### config.mk
export PLATFORM = sky130hd
export DESIGN_NAME = duck_motion
export DESIGN_NICKNAME = d
export VERILOG_FILES = /design/src/rtl/duck_motion.sv
export SDC_FILE = /design/constraint.sdc
export NUM_CORES = 1
export LEC_CHECK = 0
export CAP_MARGIN = 15
export CORE_AREA = 2 2 88 90
export CTS_CLUSTER_SIZE = 14
export DETAILED_ROUTE_END_ITERATION = 16
export DIE_AREA = 0 0 90 92
export PLACE_DENSITY = 0.72
export SLEW_MARGIN = 40
export SYNTH_ARGS = -nofsm -noshare
export SYNTH_HDL_FRONTEND = slang
export SYNTH_SLANG_ARGS = --single-unit
export TNS_END_PERCENT = 30
### constraint.sdc
create_clock -name Clk -period 6.5 [get_ports Clk]
set_clock_uncertainty 0.15 [all_clocks]
set_input_delay 0.975 -clock Clk [delete_from_list [all_inputs] [get_ports Clk]]
set_output_delay 0.975 -clock Clk [all_outputs]
set_load 0.05 [all_outputs]
### src/rtl/duck_motion.sv
// Per-frame position/heading generator for one duck sprite (fly, hit, fall, escape).
// Optional DUCK_RANDOM_BOUNCE_EN: LFSR-driven vertical heading on horizontal bounces.
module duck_motion #(
  parameter int unsigned X_MIN         = 0,
  parameter int unsigned X_MAX         = 607,
  parameter int unsigned Y_MIN         = 0,
  parameter int unsigned Y_MAX         = 399,
  parameter int unsigned X_START       = 320,
  parameter int unsigned STEP          = 4,
  parameter int unsigned FALL_STEP     = 6,
  parameter int unsigned HIT_FRAMES    = 30,
  parameter int unsigned ESCAPE_FRAMES = 600
) (
  input  logic        Clk,
  input  logic        Reset,
  input  logic        frame_tick,
  input  logic        launch,
  input  logic        shot_hit,
  output logic [19:0] pos_out,
  output logic [1:0]  dir_out,
  output logic        load,
  output logic        busy,
  output logic        done,
  output logic        escaped
);

  typedef enum logic [2:0] {
    S_IDLE, S_FLY, S_HIT, S_FALL, S_ESCAPE, S_DONE
  } state_t;

  localparam logic [10:0] LP_STEP   = 11'(STEP);
  localparam logic [10:0] LP_FSTEP  = 11'(FALL_STEP);
  localparam logic [10:0] LP_X_LO   = 11'(X_MIN + STEP);
  localparam logic [10:0] LP_Y_LO   = 11'(Y_MIN + STEP);
  localparam logic [10:0] LP_X_MAX  = 11'(X_MAX);
  localparam logic [10:0] LP_Y_MAX  = 11'(Y_MAX);
  localparam logic [9:0]  LP_ESC_N  = 10'(ESCAPE_FRAMES);
  localparam logic [7:0]  LP_HIT_N  = 8'(HIT_FRAMES);

  state_t      r_state;
  logic [9:0]  r_x, r_y;
  logic [1:0]  r_dir;
  logic        r_load, r_busy, r_done, r_escaped;
  logic [9:0]  r_frame_cnt;
  logic [7:0]  r_hit_cnt;

  logic [10:0] w_x11, w_y11, w_x_add, w_y_add, w_y_fall_sum;
  logic [9:0]  w_x_fly, w_y_fly, w_y_esc, w_y_fall;
  logic        w_x_bounce, w_y_bounce, w_dir1_hb, w_dir1_next;
  logic [9:0]  w_frame_inc;
  logic [7:0]  w_hit_inc;

  assign w_x11        = {1'b0, r_x};
  assign w_y11        = {1'b0, r_y};
  assign w_x_add      = w_x11 + LP_STEP;
  assign w_y_add      = w_y11 + LP_STEP;
  assign w_y_fall_sum = w_y11 + LP_FSTEP;
  assign w_frame_inc  = r_frame_cnt + 10'd1;
  assign w_hit_inc    = r_hit_cnt + 8'd1;

  // Underflow is detected before subtracting so the 11-bit result never wraps.
  always_comb begin
    w_x_fly    = r_x;
    w_x_bounce = 1'b0;
    if (r_dir[0]) begin
      if (w_x11 < LP_X_LO) begin
        w_x_fly    = 10'(X_MIN);
        w_x_bounce = 1'b1;
      end else begin
        w_x_fly    = r_x - 10'(STEP);
      end
    end else begin
      if (w_x_add > LP_X_MAX) begin
        w_x_fly    = 10'(X_MAX);
        w_x_bounce = 1'b1;
      end else begin
        w_x_fly    = w_x_add[9:0];
      end
    end
  end

  always_comb begin
    w_y_fly    = r_y;
    w_y_bounce = 1'b0;
    if (r_dir[1]) begin
      if (w_y11 < LP_Y_LO) begin
        w_y_fly    = 10'(Y_MIN);
        w_y_bounce = 1'b1;
      end else begin
        w_y_fly    = r_y - 10'(STEP);
      end
    end else begin
      if (w_y_add > LP_Y_MAX) begin
        w_y_fly    = 10'(Y_MAX);
        w_y_bounce = 1'b1;
      end else begin
        w_y_fly    = w_y_add[9:0];
      end
    end
  end

  assign w_y_esc  = (w_y11 < LP_Y_LO) ? 10'(Y_MIN) : (r_y - 10'(STEP));
  assign w_y_fall = (w_y_fall_sum > LP_Y_MAX) ? 10'(Y_MAX) : w_y_fall_sum[9:0];

`ifdef DUCK_RANDOM_BOUNCE_EN
  logic [7:0] r_lfsr;

  always_ff @(posedge Clk) begin
    if (Reset) begin
      r_lfsr <= 8'hA5;
    end else if (frame_tick) begin
      r_lfsr <= {r_lfsr[6:0], r_lfsr[7] ^ r_lfsr[5] ^ r_lfsr[4] ^ r_lfsr[3]};
    end
  end

  assign w_dir1_hb = w_x_bounce ? r_lfsr[0] : r_dir[1];
`else
  assign w_dir1_hb = r_dir[1];
`endif

  // Vertical toggle applies after any random reassignment from a horizontal bounce.
  assign w_dir1_next = w_dir1_hb ^ w_y_bounce;

  always_ff @(posedge Clk) begin
    if (Reset) begin
      r_state     <= S_IDLE;
      r_x         <= 10'(X_START);
      r_y         <= 10'(Y_MAX);
      r_dir       <= 2'b10;
      r_load      <= 1'b0;
      r_busy      <= 1'b0;
      r_done      <= 1'b0;
      r_escaped   <= 1'b0;
      r_frame_cnt <= '0;
      r_hit_cnt   <= '0;
    end else begin
      r_load <= 1'b0;
      r_done <= 1'b0;
      case (r_state)
        S_IDLE: begin
          if (launch) begin
            r_state     <= S_FLY;
            r_x         <= 10'(X_START);
            r_y         <= 10'(Y_MAX);
            r_dir       <= 2'b10;
            r_frame_cnt <= '0;
            r_escaped   <= 1'b0;
            r_load      <= 1'b1;
            r_busy      <= 1'b1;
          end
        end
        S_FLY: begin
          if (shot_hit) begin
            r_state   <= S_HIT;
            r_hit_cnt <= '0;
            r_dir     <= 2'b00;
            r_load    <= 1'b1;
          end else if (frame_tick) begin
            r_x         <= w_x_fly;
            r_y         <= w_y_fly;
            r_dir       <= {w_dir1_next, r_dir[0] ^ w_x_bounce};
            r_frame_cnt <= w_frame_inc;
            r_load      <= 1'b1;
            if (w_frame_inc == LP_ESC_N) r_state <= S_ESCAPE;
          end
        end
        S_ESCAPE: begin
          if (frame_tick) begin
            r_y    <= w_y_esc;
            r_dir  <= 2'b10;
            r_load <= 1'b1;
            if (w_y_esc == 10'(Y_MIN)) begin
              r_state   <= S_DONE;
              r_done    <= 1'b1;
              r_escaped <= 1'b1;
            end
          end
        end
        S_HIT: begin
          if (frame_tick) begin
            r_hit_cnt <= w_hit_inc;
            r_load    <= 1'b1;
            if (w_hit_inc == LP_HIT_N) r_state <= S_FALL;
          end
        end
        S_FALL: begin
          if (frame_tick) begin
            r_y    <= w_y_fall;
            r_dir  <= 2'b00;
            r_load <= 1'b1;
            if (w_y_fall == 10'(Y_MAX)) begin
              r_state   <= S_DONE;
              r_done    <= 1'b1;
              r_escaped <= 1'b0;
            end
          end
        end
        S_DONE: begin
          r_state <= S_IDLE;
          r_busy  <= 1'b0;
        end
        default: r_state <= S_IDLE;
      endcase
    end
  end

  assign pos_out = {r_x, r_y};
  assign dir_out = r_dir;
  assign load    = r_load;
  assign busy    = r_busy;
  assign done    = r_done;
  assign escaped = r_escaped;

endmodule
==> summary by stage, run 1 <==
Status
The run finished with clean final reports.

Detailed routing
The remaining design rule violation count is 0. The via count is 4,169. Once detail routing completed, the nets flagged for antenna violations numbered 0. The vias per cell is 6.41. The detailed router finished its first iteration with 325 violations. Summed over all layers, the routed wires come to 10,400 um. After detailed routing, the average wire length per cell comes to 15.9 um.

For this run, the detailed router's first-pass iteration total came to 5.

Critical path
The cell count of the worst reg-to-reg path is 8. STA classifies the critical path startpoint as a flip-flop. The required arrival time at the worst endpoint is 6.55 ns. Of all nets on the critical path, the largest fanout is 17.

The reg2reg setup slack is 3.11 ns. The data arrival time of the worst path is 3.43 ns. The most critical setup path has its startpoint at r_y[2]$_SDFFE_PP1P_. The endpoint identified for the worst register-to-register timing path is r_y[3]$_SDFFE_PP1P_. The worst setup path is of the flip-flop to flip-flop kind. The sort of element at the end of the critical path is a flip-flop. The worst register-to-register path begins at r_y[2]$_SDFFE_PP1P_.

STA
The slew at the pin closest to its max-slew limit is 0.792 ns. Measured against its own limit, the worst slew margin works out to 47.2%. Setup repair after global routing left no endpoint under its margin. The hold violation total from the final report was 0. The minimum clock period after layout is 3.39 ns.

The maximum frequency from static timing analysis is 295 MHz. The final worst-path setup slack is 3.11 ns. Setup violations remaining at the end of the flow were counted as 0. The final critical path takes up 52.1% of the cycle. The summed negative setup slack over all endpoints is 0 ns. The final-report max-slew violation count came to 0.

Die
The floorplan die width is 90 um. The floorplan step defined a die boundary enclosing 8280 um2. In this run the standard cell core region covers 7450 um2. 31 I/O pins were placed. The starting density of the core is 52.3%. The floorplan row count is 32. The die is 92 um tall.

Min path
The classification of the worst-slack hold path is flip-flop to flip-flop. The startpoint of the worst hold path is busy$_SDFFE_PP0P_. The endpoint with the worst hold slack is busy$_SDFFE_PP0P_. The number of stages on the worst hold path is 2.

Synth
The synthesized netlist devotes 32.0% of its cell area to simple gates. The cell count after synthesis is 554. Multiplexer cells account for 1.90% of the synthesized area. The count of flip-flops with a built-in enable after synthesis is 0. The XOR/XNOR share of the synthesized area is 3.38%. The synthesized netlist devotes 3.86% of its cell area to adder and majority cells. Summing the areas of all compound-gate instances in the mapped netlist gives 28.7% of the synthesized area.

During synthesis, Yosys emitted a total of 0 warnings. The synthesis-stage register bit count is 46. The dominant combinational cell family by area after synthesis is simple AND/OR/NAND/NOR gates. The most instantiated flip-flop cell in the synthesis netlist is sky130_fd_sc_hd__dfxtp_1.

Yosys mapped the design onto 67 distinct sky130hd cell types. The number of nets handed over by synthesis was 571. Of the synthesized area, sequential elements account for 23.7%.

A synthesized cell averages 7.03 um2. The cell area that synthesis handed to floorplanning was 3890 um2. The async set-or-reset flop fraction in the synthesized netlist is 0%.

Finish
The diode insertion count for antenna repair is 0. The filler cell count is 714. The fraction of layout cells with a size suffix above 1 is 3.47%. The layout-stage area growth over the synthesis result is 8.42%.

At the end of the flow, the number of nets in the layout was 565. The finished cells cover 4220 um2.

Clock tree
The number of setup buffers added after CTS is 0. The number of hold buffers added after CTS was 0. After clock tree synthesis, the clock-pin slew on the worst setup and hold paths is 0.09 ns. The buffer levels on the longest clock path is 2. The number of levels the H-tree was split into is 2. The CTS buffer count is 5. The clock tree root driver cell is sky130_fd_sc_hd__clkbuf_8.

For the worst-skew pair, the clock arrives at the later sink with an insertion delay of 0.30 ns. Post-CTS repair changed the size of 0 cells. The count of clock tree sinks is 46. TritonCTS built the clock tree.

Power and ir drop
For this design the static power due to leakage is 0.00142 uW. The cell area power density is 241 nW/um2. The completed layout was analyzed and its total power is 1020 uW. VDD sags by at most 0.132 mV.

Flow run
The tool flagged a number of max-cap violations equal to 0.

Placed design
The final weighted congestion in routability-driven placement is 0.935. The area of placed instances is 4130 um2. The sum of net half-perimeters after detailed placement is 7250 um. The number of input and output port buffers inserted is 30. OpenSTA, run right after detailed placement, puts the worst setup slack at 2.95 ns.

Global route
The initial antenna violation count was 0. Entering global routing, the biggest net connects 41 pins. The final global-route overflow total is 0. Global routing used 25.3% of the available tracks across all layers. The via count of the first global-routing pass is 3,729. The first global-routing pass estimated 17,800 um of wire.
==> placed cells by master (no fill, tap or decap), types with 10 or more instances in the layout <==
cell type / Yosys / layout
sky130_fd_sc_hd__nor3_1: 14 / 14
sky130_fd_sc_hd__nor2b_1: 10 / 10
sky130_fd_sc_hd__ha_1: 12 / 12
sky130_fd_sc_hd__dfxtp_1: 46 / 46
sky130_fd_sc_hd__o21ai_0: 46 / 44
sky130_fd_sc_hd__clkdlybuf4s50_1: 0 / 30
sky130_fd_sc_hd__nor2_1: 59 / 59
sky130_fd_sc_hd__a21oi_1: 54 / 54
sky130_fd_sc_hd__nand3_1: 29 / 29
sky130_fd_sc_hd__nand3b_1: 10 / 10
sky130_fd_sc_hd__inv_1: 14 / 14
sky130_fd_sc_hd__nand2_1: 61 / 61
sky130_fd_sc_hd__xnor2_1: 10 / 10
==> stage by stage <==
step,util (%),std cells,hold WS [ns]
final,56.7,650,0.353
after global routing,56.7,650,0.391
after CTS,56.5,650,0.352
after detailed placement,55.5,643,0.336
after global placement,55.4,643,0.333
after floorplan,-,554,0.321
==> layer usage <==
| metal | global-route usage (%) | share of wire (%) | up-vias |
|---|---|---|---|
| li1 | - | - | 2021 |
| met1 | 34.4 | 44 | 1959 |
| met2 | 40.7 | 47 | 167 |
| met3 | 3.62 | 6.3 | 22 |
| met4 | 9.87 | 2.4 | 0 |
| met5 | 0 | 0 | - |
==> state kept, by name (all words and copies together) (netlist names) <==
register	cells
done	1
r_x	9
r_hit_cnt	8
r_frame_cnt	10
dir_out	2
r_state	3
r_y	10
busy	1
escaped	1
load	1
==> cell type report <==
cell class                      instances  area [um2]  share of cell area (%)
Inverter                               14        52.6                    1.25
Tap cell                              102         128                    3.02
Clock buffer                            7        76.3                    1.81
Sequential cell                        46         921                    21.8
Multi-Input combinational cell        450        2740                    64.8
Timing Repair Buffer                   31         308                    7.29
==> cell usage after synthesis (7+ instances only) <==
cell	instances	area share [%]
sky130_fd_sc_hd__a21oi_1	54	6.9
sky130_fd_sc_hd__a31oi_1	7	1.1
sky130_fd_sc_hd__clkbuf_1	32	3.1
sky130_fd_sc_hd__dfxtp_1	46	24
sky130_fd_sc_hd__ha_1	12	3.9
sky130_fd_sc_hd__inv_1	14	1.4
sky130_fd_sc_hd__nand2_1	61	5.9
sky130_fd_sc_hd__nand2b_1	7	1.1
sky130_fd_sc_hd__nand3_1	29	3.7
sky130_fd_sc_hd__nand3b_1	10	1.9
sky130_fd_sc_hd__nand4_1	8	1.3
sky130_fd_sc_hd__nor2_1	59	5.7
sky130_fd_sc_hd__nor2b_1	10	1.6
sky130_fd_sc_hd__nor3_1	14	1.8
sky130_fd_sc_hd__o21ai_0	46	5.9
sky130_fd_sc_hd__xnor2_1	10	2.2
==> worst max path at each step <==
stage | to | cells after the start
floorplan | r_state[2]$_SDFFE_PP0P_ | 11
global placement | r_x[5]$_SDFFE_PP0P_ | 8
detailed placement | r_y[4]$_SDFFE_PP0P_ | 8
CTS | r_state[2]$_SDFFE_PP0P_ | 9
global route | r_y[4]$_SDFFE_PP0P_ | 8
finish | r_y[3]$_SDFFE_PP1P_ | 8
==> where the power goes <==
part           total, uW  leakage, uW  internal (uW)  switching, uW
Sequential           372     0.000373            306           66.7
Combinational        473      0.00101            160            312
Clock                171    0.0000383           74.3           96.6
Total               1020      0.00142            540            476
==> critical path: stages (launching register included) <==
cell and delay, ns:
sky130_fd_sc_hd__dfxtp_1 0.67, sky130_fd_sc_hd__inv_1 0.23, sky130_fd_sc_hd__ha_1 0.30, sky130_fd_sc_hd__nand2b_1 0.25, sky130_fd_sc_hd__nor3_1 0.26, sky130_fd_sc_hd__mux2i_1 0.38
sky130_fd_sc_hd__a21boi_1 0.54, sky130_fd_sc_hd__nor2_1 0.13, sky130_fd_sc_hd__o32a_1 0.37
==> logic make-up after synthesis <==
kind of cell	after synthesis
simple gates	240
compound gates	176
buf+inv	58
flops	46
xor+xnor	15
fa+ha+maj	12
mux	7
Power figures use the tool's default switching activity.
==> run 2, diff against run 1 <==
--- a/config.mk
+++ b/config.mk
@@ -10,7 +10,7 @@
 export CTS_CLUSTER_SIZE = 14
 export DETAILED_ROUTE_END_ITERATION = 16
 export DIE_AREA = 0 0 90 92
-export PLACE_DENSITY = 0.72
+export PLACE_DENSITY = 0.75
 export SLEW_MARGIN = 40
 export SYNTH_ARGS = -nofsm -noshare
 export SYNTH_HDL_FRONTEND = slang
==> constraint.sdc (replaced) <==
create_clock -name Clk -period 3.05 [get_ports Clk]
set_clock_uncertainty 0.15 [all_clocks]
set_input_delay 0.4575 -clock Clk [delete_from_list [all_inputs] [get_ports Clk]]
set_output_delay 0.4575 -clock Clk [all_outputs]
set_load 0.05 [all_outputs]
==> run 2 against run 1 <==
Hold slack got worse by 0.0037 ns. Largest power group unchanged. Cell count rose by 4.8%. Utilization rose by 3.3 points. Highest routed layer unchanged.
==> summary by stage, run 2 (synthesis gave the netlist of run 1 again) <==
Status
The run finished with clean final reports.

STA
The relative slew slack is 58.4% (+11 points). The maximum frequency from static timing analysis is 348 MHz (+18%). The part of the cycle the worst path needs was 94.2% (+42 points).

The final-report max-slew violation count is 0 (unchanged). The summed negative setup slack over all endpoints was 0 ns (unchanged). The setup violation total in the final timing report is 0 (unchanged). The slew at the pin closest to its max-slew limit is 0.624 ns (-0.168 ns). Setup repair after global routing left no endpoint under its margin. The hold violation total from the final report is 0 (unchanged). The minimum clock period after layout was 2.87 ns (-0.516 ns).

Critical path
Walking the worst path, the cells encountered are clkinvlp_4 -> ha_4 -> or4bb_1 -> nor3_2 -> a21oi_1 -> o41ai_2 -> o211ai_2 -> or3_1 -> a21oi_1. The largest incremental delay on the critical path was 0.49 ns (-0.18 ns). The cell count of the worst reg-to-reg path was 9 (+1). In this run the worst setup path terminates at r_state[2]$_SDFFE_PP0P_. The critical register-to-register path endpoint is r_state[2]$_SDFFE_PP0P_. The critical path buffer and inverter count is 1 (unchanged). The largest fanout of any net on the critical path is 7 (-10). The required arrival time at the worst endpoint is 3.14 ns (-3.41 ns).

The data arrival time of the worst path is 2.97 ns (-0.46 ns). In this run the worst setup path begins at r_y[2]$_SDFFE_PP1P_. The launching point of the worst reg2reg path is r_y[2]$_SDFFE_PP1P_. On the critical path, the stage with the largest delay is an instance of sky130_fd_sc_hd__or4bb_1. The reg2reg setup slack is 0.18 ns (-2.93 ns). The kind of cell adding the most delay to the critical path is simple AND/OR/NAND/NOR gates. STA classifies the critical path startpoint as a flip-flop. The worst setup path is captured at a flip-flop. The most numerous cell type found on the critical path is sky130_fd_sc_hd__a21oi_1. The critical path is of the flip-flop to flip-flop type.

The number of cells on the critical path is 9 (+1).

Finish
Leaving out fill and tap cells, the most frequent cells in the layout are sky130_fd_sc_hd__nand2_1 (61), sky130_fd_sc_hd__nor2_1 (59), sky130_fd_sc_hd__a21oi_1 (54). The most common cell after layout, fill and taps aside is sky130_fd_sc_hd__nand2_1. Compared with the post-synthesis result, the final layout area differs by 14.8%.

The diode insertion count for antenna repair is 0 (unchanged). In the final layout, the registers with the most flip-flops are r_frame_cnt x10, r_y x10, r_x x9. The count of nets after finishing is 595 (+5.3%).

The filler cell count is 690 (-3.4%). The fraction of layout cells with a size suffix above 1 is 8.98% (+5.5 points).

Power and ir drop
The combinational fraction of design power is 49.8% (+3.3 points). The switching fraction of total power is 45.3% (-1.5 points). The net switching power is 1050 uW (+120%). The internal power is 1270 uW (+130%).

The post-layout total power was 2320 uW (+130%). The worst-case vdd ir drop is 0.251 mV (+90%). The share of power burned in the clock network came to 16.9% (about the same). The leakage power is 0.00156 uW (+9.8%). The cell area power density was 519 nW/um2 (+120%). The sequential share of power is 33.2% (-3.5 points).

Detailed routing
The routed wirelength normalized by instance count was 16.0 um (+0.54%). The remaining antenna violation count after routing is 0 (unchanged). The remaining design rule violation count is 0 (unchanged).

The routed length on met2 is 5370 um (+10%). The topmost layer with routed signal wires is met4. The sum of met3 wire segment lengths after detailed routing came to 553 um (-15%). The number of design-rule violations left by the first detailed-router iteration is 356 (+9.5%). The detailed-router iteration count before antenna repair is 5 (unchanged).

The length of routed wiring on met1 came to 4730 um (+3.5%). The final wirelength was 10,900 um (+5.3%). The vias per cell is 6.26 (-2.4%). The via count was 4,262 (+2.2%).

Clock tree
The count of clock tree sinks came to 46 (unchanged). TritonCTS built the clock tree. The number of levels the H-tree was split into came to 2 (unchanged). The buffer levels on the longest clock path is 2 (unchanged). The CTS buffer count is 5 (unchanged). The source-to-sink clock delay at the later pin of the worst-skew pair is 0.30 ns (about the same). The cell sitting at the root of the clock tree is a sky130_fd_sc_hd__clkbuf_8. The clock slew seen by the registers of the worst setup and hold paths is 0.09 ns (about the same). The post-cts hold buffer count is 0 (unchanged).

Global route
The global-route total usage across every layer came to 25.5% (+0.21 points). The initial antenna violation count was 0 (unchanged). The final global-route overflow total is 0 (unchanged). The first-pass GRT wire length is 17,800 um (+0.31%). The via count of the first global-routing pass is 3,709 (-0.54%). The largest net degree at the start of global routing was 40 (-2.4%).

Placed design
The number of input and output port buffers inserted is 30 (unchanged). The sum of net half-perimeters after detailed placement is 7800 um (+7.6%). The final weighted congestion in routability-driven placement was 1.00 (+7.4%).

Die
The die area is 8280 um2 (unchanged). The vertical extent of the die was 92 um (unchanged). The starting density of the core is 52.3% (unchanged). The floorplan die width is 90 um (unchanged). The area of the core region is 7450 um2 (unchanged).

The I/O pin count is 31 (unchanged). The floorplan row count is 32 (unchanged).

Flow run
The number of maximum-capacitance constraint violations is 0 (unchanged).

Min path
The min-delay analysis places its worst path in the category flip-flop to flip-flop.
-- run 2: cell count changes in the layout (fill, tap and decap cells not counted), moves of 2 or more --
| cell | delta |
|---|---|
| sky130_fd_sc_hd__buf_4 | +29 |
| sky130_fd_sc_hd__dfxtp_1 | -2 |
| sky130_fd_sc_hd__dfxtp_4 | +2 |
| sky130_fd_sc_hd__o21ai_0 | +2 |
-- run 2: worst min path at each step --
| stage | start | end | cells after the start |
|---|---|---|---|
| after floorplan | r_frame_cnt[8]$_SDFFE_PP0P_ | r_frame_cnt[8]$_SDFFE_PP0P_ | 1 |
| after global placement | busy$_SDFFE_PP0P_ | busy$_SDFFE_PP0P_ | 2 |
| after detailed placement | busy$_SDFFE_PP0P_ | busy$_SDFFE_PP0P_ | 2 |
| after CTS | busy$_SDFFE_PP0P_ | busy$_SDFFE_PP0P_ | 2 |
| after global routing | busy$_SDFFE_PP0P_ | busy$_SDFFE_PP0P_ | 2 |
| final | busy$_SDFFE_PP0P_ | busy$_SDFFE_PP0P_ | 2 |
-- run 2: repair_timing --
item	4_1_cts	5_1_grt
gates resized for setup	0	2
setup endpoints to repair	0	1
setup buffers	0	6
-- run 2: final cells by class --
type                            instances  area (um2)  share of cell area, %
Tap cell                              102         128                   2.86
Multi-Input combinational cell        450        2730                   61.1
Clock inverter                          1        5.00                  0.112
Timing Repair Buffer                   61         533                   11.9
Sequential cell                        46         928                   20.8
Inverter                               14        56.3                   1.26
Clock buffer                            7        86.3                   1.93
-- run 2: per-layer routing --
layer / track usage, % / up-vias
met4: 7.95 / 0
met3: 3.04 / 20
met1: 33.3 / 2018
met2: 44.2 / 142
li1: - / 2082
met5: 0 / -
-- run 2: worst register-to-register path, stage by stage (launching register included) --
cell and delay (ns):
sky130_fd_sc_hd__dfxtp_4 0.39, sky130_fd_sc_hd__clkinvlp_4 0.14, sky130_fd_sc_hd__ha_4 0.31, sky130_fd_sc_hd__or4bb_1 0.49, sky130_fd_sc_hd__nor3_2 0.11, sky130_fd_sc_hd__a21oi_1 0.12, sky130_fd_sc_hd__o41ai_2 0.43, sky130_fd_sc_hd__o211ai_2 0.20
sky130_fd_sc_hd__or3_1 0.34, sky130_fd_sc_hd__a21oi_1 0.14
-- run 2: through the flow --
stage | area (um2) | util [%] | worst slack, ns | cells | hold WS (ns)
6_report | 4470 | 60.0 | 0.177 | 681 | 0.349
5_1_grt | 4470 | 60.0 | 0.00666 | 681 | 0.372
4_1_cts | 4410 | 59.2 | 0.102 | 675 | 0.352
3_5_place_dp | 4320 | 58.0 | 0.124 | 667 | 0.333
3_3_place_gp | 4320 | 58.0 | 0.242 | 667 | 0.336
2_1_floorplan | 3900 | - | 0.0704 | 554 | 0.321
-- run 2: power by group through the flow --
stage          Clock, uW  Combinational, uW  Sequential, uW
2_1_floorplan          0                699             833
3_3_place_gp           0               1060             787
3_5_place_dp           0               1080             792
4_1_cts              403               1080             778
5_1_grt              427               1250             778
6_report             393               1160             771
==> run 3, diff against run 2 <==
--- a/config.mk
+++ b/config.mk
@@ -11,6 +11,7 @@
 export DETAILED_ROUTE_END_ITERATION = 16
 export DIE_AREA = 0 0 90 92
 export PLACE_DENSITY = 0.75
+export RECOVER_POWER = 50
 export SLEW_MARGIN = 40
 export SYNTH_ARGS = -nofsm -noshare
 export SYNTH_HDL_FRONTEND = slang
==> run 3 against run 2 <==
Flip-flop and latch count stayed put. Critical path depth stayed put. Critical endpoint unchanged. Critical path type unchanged. Sequential share of layout area is essentially flat. Combinational power barely moved. Clock-buffer cell count unchanged.
==> summary by stage, run 3 (synthesis gave the netlist of run 1 again) <==
Clock tree
The clock slew seen by the registers of the worst setup and hold paths was 0.10 ns (about the same). The buffer levels on the longest clock path was 2 (unchanged). The source-to-sink clock delay at the later pin of the worst-skew pair is 0.30 ns (about the same). The number of levels the H-tree was split into is 2 (unchanged). The TritonCTS clock tree is yes. The CTS buffer count is 5 (unchanged). The clock tree root driver cell is sky130_fd_sc_hd__clkbuf_8. The count of clock tree sinks is 46 (unchanged).

Detailed routing
The final wirelength is 10,900 um (-0.16%). The vias per cell is 6.22 (-0.66%). The via count is 4,234 (-0.66%). The routed wirelength normalized by instance count is 16.0 um (-0.16%).

The remaining antenna violation count after routing came to 0 (unchanged). The remaining design rule violation count is 0 (unchanged). The number of design-rule violations left by the first detailed-router iteration is 357 (+0.28%). The detailed-router iteration count before antenna repair is 5 (unchanged).

Critical path
The kind of cell with the highest combined delay along the critical path is simple AND/OR/NAND/NOR gates. The data arrival time of the worst path is 2.98 ns (about the same). The largest fanout of any net on the critical path was 7 (unchanged). The required arrival time at the worst endpoint is 3.14 ns (about the same). The sort of element at the end of the critical path is a flip-flop.

The critical path buffer and inverter count came to 1 (unchanged). The launching element type of the critical path is a flip-flop. Traced cell by cell, the critical path runs through clkinvlp_4 -> ha_4 -> or4bb_1 -> nor3_2 -> a21oi_1 -> o41ai_2 -> o211ai_2 -> or3_1 -> a21oi_1. The largest incremental delay on the critical path was 0.50 ns (about the same).

The most prevalent standard cell on the critical path is sky130_fd_sc_hd__a21oi_1. The path type of the worst setup path is flip-flop to flip-flop. For this design, the slowest cell found on the critical path is sky130_fd_sc_hd__or4bb_1.

STA
The minimum clock period after layout came to 2.88 ns (+0.0107 ns). The worst-case hold slack came to 0.345 ns (-0.00427 ns). The hold violation total from the final report was 0 (unchanged). The part of the cycle the worst path needs is 94.6% (+0.35 points). The slew at the pin closest to its max-slew limit is 0.742 ns (+0.117 ns).

Setup repair after global routing left no endpoint under its margin. The relative slew slack is 50.5% (-7.9 points). The summed negative setup slack over all endpoints came to 0 ns (unchanged).

The final-report max-slew violation count is 0 (unchanged). The setup violation total in the final timing report came to 0 (unchanged). The maximum frequency from static timing analysis is 347 MHz (-0.37%).

Placed design
The sum of net half-perimeters after detailed placement is 7800 um (unchanged). The number of input and output port buffers inserted is 30 (unchanged). The final weighted congestion in routability-driven placement came to 1.00 (unchanged).

Die
The starting density of the core is 52.3% (unchanged). The I/O pin count is 31 (unchanged). The die area came to 8280 um2 (unchanged). The floorplan die width came to 90 um (unchanged). The floorplan row count is 32 (unchanged). The area of the core region is 7450 um2 (unchanged).

The vertical extent of the die is 92 um (unchanged).

Finish
The count of nets after finishing is 595 (unchanged). The fraction of layout cells with a size suffix above 1 is 8.64% (-0.35 points). In the final layout, the registers with the most flip-flops are r_frame_cnt x10, r_y x10, r_x x9. The diode insertion count for antenna repair is 0 (unchanged). Compared with the post-synthesis result, the final layout area differs by 14.6%. The library cell used most frequently in the layout, excluding fill and tap cells, is sky130_fd_sc_hd__nand2_1.

Leaving out fill and tap cells, the most frequent cells in the layout are sky130_fd_sc_hd__nand2_1 (61), sky130_fd_sc_hd__nor2_1 (59), sky130_fd_sc_hd__a21oi_1 (54).

Flow run
The number of maximum-capacitance constraint violations is 0 (unchanged).

Global route
The largest net degree at the start of global routing is 40 (unchanged). The via count of the first global-routing pass is 3,709 (unchanged). The first-pass GRT wire length is 17,800 um (unchanged).

The global-route total usage across every layer is 25.5% (unchanged). The initial antenna violation count is 0 (unchanged). The final global-route overflow total came to 0 (unchanged).

Power and ir drop
The worst-case vdd ir drop is 0.248 mV (-1.3%). The cell area power density is 517 nW/um2 (-0.51%). The leakage power came to 0.00158 uW (+0.91%).

Min path
The tightest min-delay check is of the flip-flop to flip-flop type.

Status
The flow ran to the end, and the final reports show no timing, DRC or antenna violations.
## run 3: area by class of cell
class | count | area [um2]
Inverter | 14 | 56.3
Timing Repair Buffer | 61 | 526
Sequential cell | 46 | 928
Multi-Input combinational cell | 450 | 2730
Clock buffer | 7 | 86.3
Clock inverter | 1 | 5.00
Tap cell | 102 | 128
Fill cell | 694 | 2990
## run 3: worst paths after layout
kind | startpoint | to | slack (ns) | cells past startpoint
max | r_y[2]$_SDFFE_PP1P_ | r_state[2]$_SDFFE_PP0P_ | 0.17 | 9
min | busy$_SDFFE_PP0P_ | busy$_SDFFE_PP0P_ | 0.34 | 2
max reg2reg | r_y[2]$_SDFFE_PP1P_ | r_state[2]$_SDFFE_PP0P_ | 0.17 | 9
min reg2reg | busy$_SDFFE_PP0P_ | busy$_SDFFE_PP0P_ | 0.34 | 2
## run 3: tightest hold or removal path, delay by kind of cell (launching register included)
family	cells	cell delay (ns)
AOI/OAI and AO/OA	2	0.13
DFF	1	0.33
## run 3: power breakdown
group | internal, uW | switching [uW] | total [uW] | leakage [uW]
combinational | 417 | 725 | 1140 | 0.00115
clock | 183 | 211 | 395 | 0.0000482
sequential | 654 | 115 | 769 | 0.000372
## run 3: what timing repair did
item / CTS / global route
hold buffers: 0 / 0
gates resized for setup: 0 / 2
setup buffers: 0 / 6
setup endpoints to repair: 0 / 1
## run 3: per-layer routing
metal | GRT usage [%] | up-vias | share of wire, %
met4 | 7.95 | 0 | 2.7
li1 | - | 2085 | -
met1 | 33.3 | 1968 | 43
met2 | 44.2 | 152 | 49
met3 | 3.04 | 29 | 5.4
met5 | 0 | - | 0
## run 3: per-stage QoR
step / utilization, % / total power (uW) / cells / setup WS [ns] / area, um2
finish: 59.9 / 2310 / 681 / 0.166 / 4460
global route: 59.9 / 2440 / 681 / 0.0115 / 4460
CTS: 59.2 / 2260 / 675 / 0.102 / 4410
detailed placement: 58.0 / 1870 / 667 / 0.124 / 4320
global placement: 58.0 / 1850 / 667 / 0.242 / 4320
floorplan: - / 1530 / 554 / 0.0704 / 3900
